[src/rtl/param_seq_detector_pkg.sv]
// Shared helpers for the programmable serial pattern detector:
// length clamping, compare-mask generation and overlap-mode encodings.
package seq_det_pkg;

  localparam logic OVL_OFF = 1'b0;
  localparam logic OVL_ON  = 1'b1;

  localparam int MASK_W = 64;

  function automatic int clamp_len(input int len, input int max_len);
    int r;
    r = len;
    if (r < 1) r = 1;
    if (r > max_len) r = max_len;
    return r;
  endfunction

  function automatic logic [MASK_W-1:0] len_mask(input int len);
    logic [MASK_W-1:0] m;
    m = '0;
    for (int i = 0; i < MASK_W; i++) begin
      if (i < len) m[i] = 1'b1;
    end
    return m;
  endfunction

endpackage

[src/rtl/param_seq_detector_sat_counter.sv]
// Saturating up-counter; clear wins over hold but a same-cycle increment
// still counts, so clear+inc leaves the count at one.
module sat_counter #(
  parameter int W = 16
) (
  input  logic         clk,
  input  logic         rst,
  input  logic         inc,
  input  logic         clr,
  output logic [W-1:0] count
);

  logic [W-1:0] count_q;

  always_ff @(posedge clk) begin
    if (rst) begin
      count_q <= '0;
    end else if (clr) begin
      count_q <= inc ? W'(1) : '0;
    end else if (inc && (count_q != '1)) begin
      count_q <= count_q + W'(1);
    end
  end

  assign count = count_q;

endmodule

[src/rtl/param_seq_detector.sv]
// Programmable serial pattern detector: run-time pattern/length/overlap,
// same-cycle match strobe, registered match flag and saturating match count.
module param_seq_detector
  import seq_det_pkg::*;
#(
  parameter int                 MAX_LEN         = 8,
  parameter int                 COUNT_W         = 16,
  parameter logic [MAX_LEN-1:0] DEFAULT_PATTERN = 8'h0A,
  parameter int                 DEFAULT_LEN     = 4,
  parameter logic               DEFAULT_OVERLAP = OVL_ON
) (
  input  logic                         clk,
  input  logic                         rst,
  input  logic                         x,
  input  logic                         in_valid,
  input  logic                         cfg_load,
  input  logic [MAX_LEN-1:0]           cfg_pattern,
  input  logic [$clog2(MAX_LEN+1)-1:0] cfg_len,
  input  logic                         cfg_overlap,
  input  logic                         cnt_clr,
  output logic                         match_now,
  output logic                         match,
  output logic [COUNT_W-1:0]           match_count,
  output logic [$clog2(MAX_LEN+1)-1:0] busy_fill
);

  localparam int LW = $clog2(MAX_LEN+1);

  logic [MAX_LEN-1:0] pattern_q;
  logic [MAX_LEN-1:0] hist_q;
  logic [LW-1:0]      len_q;
  logic [LW-1:0]      fill_q;
  logic [LW-1:0]      fill_d;
  logic               overlap_q;
  logic               match_q;

  logic [MAX_LEN-1:0] mask;
  logic [MAX_LEN-1:0] window;
  logic [LW-1:0]      cfg_len_c;
  logic               fill_ok;
  logic               hit;

  always_comb begin
    mask      = MAX_LEN'(len_mask(int'(len_q)));
    // The incoming bit is the newest window bit, so a match needs only len-1 stored bits.
    window    = {hist_q[MAX_LEN-2:0], x};
    fill_ok   = (int'(fill_q) >= (int'(len_q) - 1));
    hit       = (((window ^ pattern_q) & mask) == '0);
    match_now = in_valid & ~cfg_load & ~rst & fill_ok & hit;
    cfg_len_c = LW'(clamp_len(int'(cfg_len), MAX_LEN));

    fill_d = fill_q;
    if (in_valid) begin
      if (match_now && (overlap_q == OVL_OFF)) begin
        fill_d = '0;
      end else if (fill_q < len_q) begin
        fill_d = fill_q + LW'(1);
      end
    end
  end

  always_ff @(posedge clk) begin
    if (rst) begin
      pattern_q <= DEFAULT_PATTERN;
      len_q     <= LW'(DEFAULT_LEN);
      overlap_q <= DEFAULT_OVERLAP;
      hist_q    <= '0;
      fill_q    <= '0;
      match_q   <= 1'b0;
    end else if (cfg_load) begin
      pattern_q <= cfg_pattern;
      len_q     <= cfg_len_c;
      overlap_q <= cfg_overlap;
      hist_q    <= '0;
      fill_q    <= '0;
      match_q   <= 1'b0;
    end else begin
      if (in_valid) hist_q <= window;
      fill_q  <= fill_d;
      match_q <= match_now;
    end
  end

  sat_counter #(
    .W (COUNT_W)
  ) u_cnt (
    .clk   (clk),
    .rst   (rst),
    .inc   (match_now),
    .clr   (cnt_clr),
    .count (match_count)
  );

  assign match     = match_q;
  assign busy_fill = fill_q;

endmodule

[config.mk]
export PLATFORM = sky130hd
export DESIGN_NAME = param_seq_detector
export DESIGN_NICKNAME = d
export VERILOG_FILES = /design/src/rtl/param_seq_detector_pkg.sv /design/src/rtl/param_seq_detector_sat_counter.sv /design/src/rtl/param_seq_detector.sv
export SDC_FILE = /design/constraint.sdc
export NUM_CORES = 1
export LEC_CHECK = 0
export ABC_AREA = 0
export BUFFER_PORTS_ARGS = -buffer_cell sky130_fd_sc_hd__buf_2
export CAP_MARGIN = 20
export CELL_PAD_IN_SITES_DETAIL_PLACEMENT = 1
export CELL_PAD_IN_SITES_GLOBAL_PLACEMENT = 2
export CORE_AREA = 2 2 85 87
export CTS_BUF_LIST = sky130_fd_sc_hd__clkbuf_8 sky130_fd_sc_hd__clkbuf_16
export DETAILED_ROUTE_END_ITERATION = 12
export DIE_AREA = 0 0 87 89
export PLACE_DENSITY_LB_ADDON = 0.1
export SLEW_MARGIN = 15
export SYNTH_ARGS = -nofsm -noshare
export SYNTH_HDL_FRONTEND = slang
export SYNTH_HIERARCHICAL = 1
export SYNTH_SLANG_ARGS = --single-unit
[constraint.sdc]
create_clock -name clk -period 4.19 [get_ports clk]
set_input_delay 0.2095 -clock clk [delete_from_list [all_inputs] [get_ports clk]]
set_output_delay 0.2095 -clock clk [all_outputs]
set_load 0.05 [all_outputs]
# Word-level counts from Yosys, hierarchy flattened
# Cells that the tools add are included.
[op_classes]
addsub = 3
magnitude_cmp = 12
eq_ne = 1
muxes = 15
bitwise_logic = 9
n_reduce_logical = 7
[ops]
columns = ["op", "n"]
rows = [
  ["32-bit by 5-bit greater-than comparator with 1-bit output, second input constant", 1],
  ["16-bit 2-to-1 mux", 2],
  ["16-bit by 1-bit adder with 16-bit output, second input constant", 1],
  ["3-bit by 4-bit less-than comparator with 1-bit output, first input constant", 4],
  ["4-bit 2-to-1 mux", 4],
  ["16-bit != test, second input constant", 1],
  ["1-bit 2-to-1 mux", 9],
  ["8-bit bitwise AND", 1],
  ["8-bit zero test", 1],
  ["1-bit by 4-bit less-than comparator with 1-bit output, first input constant", 2],
  ["2-bit by 4-bit less-than comparator with 1-bit output, first input constant", 2],
  ["8-bit XOR", 1],
  ["5-bit >= comparator", 1],
  ["4-bit by 1-bit subtractor with 5-bit output, second input constant", 1],
  ["4-bit by 1-bit adder with 4-bit output, second input constant", 1],
  ["1-bit bitwise AND", 4],
  ["4-bit by 1-bit less-than comparator with 1-bit output, second input constant", 1],
  ["4-bit less-than comparator", 1],
  ["2-bit nonzero test", 2],
  ["1-bit NOT", 3],
  ["1-bit logical AND", 2],
  ["2-bit AND reduction", 1],
  ["2-bit OR reduction", 1],
]
[word_totals]
reg_bits = 41
input_bits = 19
out_inout_bits = 22
wordCells = 54

# Longest topological paths before layout
[logic_depth]
word_depth = 8
depth_mapped = 13
ltp_nobuf = 12

# Hierarchy
# Netlist, hierarchy kept.
[by_module_without_submodules]
columns = ["module", "instances", "cells_per_inst", "area_per_inst_um2", "seq_area_each_um2"]
rows = [
  ["param_seq_detector", 1, 142, 1375.1, 500.5],
  ["sat_counter", 1, 99, 840.8, 320.3],
]

# Worst setup path before layout
# No wires, ideal clock.
[synth_timing]
path_kind = "reg-to-reg"
start = "register len_q[0]"
end = "register u_cnt.count_q[15], in the netlist u_cnt/count[15]"
setup_time_ps = 71
arrival_ps = 3081
required_ps = 4119
setup_slack_ps = 1038
path_stages_with_launch = 14
period_less_slack_ps = 3152
path_cell_list = "dfxtp_1 > inv_1 > ha_1 > xnor2_1 > ha_1 > nand2_1 > o21ai_0 > a221o_1 > and3_2 > nand3_1 > or3_1 > clkbuf_1 > or4_1 > a21oi_1"
[synth_between]
elab_chain_len = 7
[synth_rtl]
columns = ["element", "line", "rtl"]
rows = [
  ["start, declared", "param_seq_detector.sv:31", "logic [LW-1:0] len_q;"],
  ["start signal, assigned", "param_seq_detector.sv:65", "len_q <= LW'(DEFAULT_LEN);"],
  ["start signal, assigned", "param_seq_detector.sv:72", "len_q <= cfg_len_c;"],
  ["parallel branches: the longest is 4 deep, another holds 4-bit by 1-bit subtractor with 5-bit output", "-", ""],
  ["1-bit bitwise AND (*)", "param_seq_detector.sv:49", "match_now = in_valid & ~cfg_load & ~rst & fill_ok & hit;"],
  ["via match_now", "param_seq_detector.sv:21", "output logic match_now,"],
  ["1-bit logical AND (*)", "param_seq_detector_sat_counter.sv:20", "end else if (inc && (count_q != '1)) begin"],
  ["2-bit nonzero test (no source line) (*)", "-", ""],
  ["end signal, assigned", "param_seq_detector_sat_counter.sv:19", "count_q <= inc ? W'(1) : '0;"],
  ["end signal, assigned", "param_seq_detector_sat_counter.sv:21", "count_q <= count_q + W'(1);"],
  ["end, declared", "param_seq_detector_sat_counter.sv:13", "logic [W-1:0] count_q;"],
]
# Mark *: on every way through the listed nets, which the timed path passes.
# A chain may end at the register's enable or synchronous reset.

# Worst setup path in the final report
[layout_timing]
start = "register len_q[0]"
end = "register u_cnt.count_q[15], in the netlist u_cnt/count[15]"
[layout_between]
elab_chain_len = 7
[layout_rtl]
columns = ["element", "line"]
rows = [
  ["parallel branches: the longest is 4 deep, another holds 4-bit by 1-bit subtractor with 5-bit output", "-"],
  ["1-bit bitwise AND (*)", "param_seq_detector.sv:49"],
  ["1-bit logical AND (*)", "param_seq_detector_sat_counter.sv:20"],
  ["2-bit nonzero test (no source line) (*)", "-"],
]
# Every way passes the cells marked *.

==> out/qor.yml <==
status: "completed"
critical_path_required_ps: 4420
die_area_um2: 7740
n_antenna_cell: 0
whs_ps: 146
syn-cell-area_um2: 2220
cp-end-kind: "flip-flop"
wl_per_cell_um: 15.4
first_pass_iters: 5
rsz0062_at_grt: "false"
grt_max_degree: 17
crit_path_start_kind: "flip-flop"
die_x_um: 87
hold_violations: 0
cts_resized: 0
layout.nets: 313
clockBufferDepth: 2
fin_worst_skew_ps: 9.77
crit_path_max_fanout: 8
io_buffers: 40
area_growth_pct: 15.5
drc: 0
cp.depth: 12
cp_num_buf_inv: 1
cts_tree: "yes"
cp_data_arrival_time_ps: 3450
fin_crit_ps: 3220
r2r_slack_ps: 970
worst_slew_pin_slew_ps: 676
fill_cells: 804
reg2reg_depth: 12
clk_latency_ps: 290
async_reset_ff_frac: 0
overflow: 0
num_io_pins: 41
multi_input_area_um2: 1290
fin_tns_setup_ps: 0
cp_cell_sequence: "inv_1 > ha_1 > xnor2_1 > ha_1 > nand2_1 > o21ai_0 > a221o_1 > and3_2 > nand3_1 > or3_1 > or4_1 > a21oi_1"
hold_start: "cfg_pattern[7]"
synth-edff-count: 0
critical_path.top_delay_family: "simple AND/OR/NAND/NOR gates"
r2r_start: "len_q[0]"
dp_hpwl_mm: 4.19
hp-class: "in -> reg"
slowest_stage: "or3_1"
grt_pass1_vias: 1923
layout-drive-gt1-share: 0.211
ir_worst_vdd_mv: 0.129
min_to: "pattern_q[7]"
p_leak_uw: 0.00110
criticalPathCategory: "reg -> reg"
drt-initial-drc-count: 36
grt_pass1_wl_mm: 9.58
drt-total-wl_mm: 5.55
yosysWarnings: 6
max_stage_delay_ps: 510
max_freq_ghz: 0.311
regArea_um2: 821
cts_setup_buffers: 0
drv_cap: 0
cts_max_level: 2
reg2reg_to: "u_cnt/count[15]"
gp_congestion: 0.759
fin_crit_sh: 0.768
ys.flop_type: "dfxtp_1"
slew_viol_final: 0
avgViaCountPerCell: 5.24
power_density_nw_per_um2: 298
ys_seq_elements: 41
ys_types: 54
min_path_cells: 3
route.antenna.remaining_nets: 0
numCtsBuffers: 5
relSlewSlack: 0.546
ctsHoldBuffers: 0
ys_seq_area_frac: 0.370
syn-num-nets: 274
fp.dieH_um: 89
dr_total_vias: 1888
antenna_found_initial: 0
core_area_um2: 6720
setup_viol: 0
synth_cells: 241
clock-root-buffer: "clkbuf_8"
rows: 30
avgSynthCellArea_um2: 9.19
cts_sinks: 41
clkTransAtPathRegs_ps: 90
cpMostUsedCell: "ha_1"
start_util: 0.330
grt_usage: 0.157
[synthesized netlist by cell type (2+ instances only)]
cell      instances  area, um^2
a21oi_1          15        75.1
and3_2            2        15.0
buf_2             2        10.0
buf_6             2        22.5
clkbuf_1          2        7.51
dfxtp_1          41         821
ha_1             14         175
inv_1            13        48.8
mux2i_1          18         180
nand2_1          11        41.3
nand3_1          11        55.1
nand4_1           3        18.8
nor2_1           25        93.8
nor2b_1           2        12.5
nor3_1            6        30.0
nor3b_1           3        22.5
nor4_1            3        18.8
o211a_1           2        20.0
o21a_1            3        22.5
o21ai_0           6        30.0
o31ai_1           6        45.0
or3_1             3        18.8
or3b_1            2        17.5
or4_1             6        45.0
xnor2_1           6        52.6
xor2_1            6        52.6
[registers in the layout (all words and copies together), names as in the netlist]
| register | flops |
|---|---|
| u_cnt/count | 16 |
| pattern_q | 8 |
| hist_q | 7 |
| busy_fill | 4 |
| len_q | 4 |
| match | 1 |
| overlap_q | 1 |
[worst max-delay path by stage]
stage                        start         endpoint
after global placement    len_q[0]   u_cnt/count[9]
final                     len_q[0]  u_cnt/count[15]
after global routing      len_q[0]  u_cnt/count[15]
after CTS                 len_q[0]  u_cnt/count[15]
after detailed placement  len_q[0]  u_cnt/count[15]
after floorplan           len_q[0]  u_cnt/count[15]
[through the flow]
| stage | instances | util | setup WS (ps) | area [um^2] | power (uW) |
|---|---|---|---|---|---|
| after floorplan | 241 | - | 1040 | 2220 | 475 |
| after global placement | 352 | 0.367 | 1070 | 2460 | 498 |
| after detailed placement | 352 | 0.367 | 949 | 2460 | 499 |
| after CTS | 359 | 0.380 | 952 | 2550 | 779 |
| after global routing | 360 | 0.381 | 669 | 2560 | 809 |
| final | 360 | 0.381 | 974 | 2560 | 763 |
[worst reg2reg max path, cell delays in order, from the launching register on]
cell and delay [ps]:
dfxtp_1 430, inv_1 120, ha_1 250, xnor2_1 140
ha_1 300, nand2_1 50, o21ai_0 160, a221o_1 200
and3_2 240, nand3_1 170, or3_1 510, or4_1 430
a21oi_1 140
[layout by cell type, fill, tap and decap left out, types with 11 or more instances in the layout]
cell / Yosys / layout
nand3_1: 11 / 11
a21oi_1: 15 / 15
nand2_1: 11 / 11
dfxtp_1: 41 / 41
inv_1: 13 / 13
buf_2: 2 / 40
nor2_1: 25 / 25
mux2i_1: 18 / 18
ha_1: 14 / 14
[power breakdown]
group / internal [uW] / total, uW / switching (uW)
clock network: 131 / 275 / 144
registers: 398 / 407 / 9.08
logic: 36.0 / 81.3 / 45.3
total: 564 / 763 / 198
[metal layers]
metal,global-route usage,vias up,part of all wire
met2,0.276,28,0.50
met4,0.0455,0,0.0061
met1,0.193,899,0.46
met3,0.0360,2,0.030
li1,-,959,-
met5,0,-,0
[layout make-up]
type,count,area share
timing repair buffer,41,0.0802
clock inverter,1,0.00293
clock buffer,6,0.0323
sequential,41,0.321
inverter,13,0.0191
tap,80,0.0391
multi-input combinational,178,0.506
[kinds of logic (layout without fill, tap and decap cells)]
kind of cell,Yosys count,in the layout,share of synthesized area
AO/OA/AOI/OAI,48,48,0.158
flip-flops,41,41,0.370
XOR/XNOR,12,12,0.0474
AND/OR/NAND/NOR,86,86,0.215
adder cells (fa/ha/maj),14,14,0.0791
buffers and inverters,22,61,0.0486
multiplexers,18,18,0.0813
(Power assumes the default switching activity.)
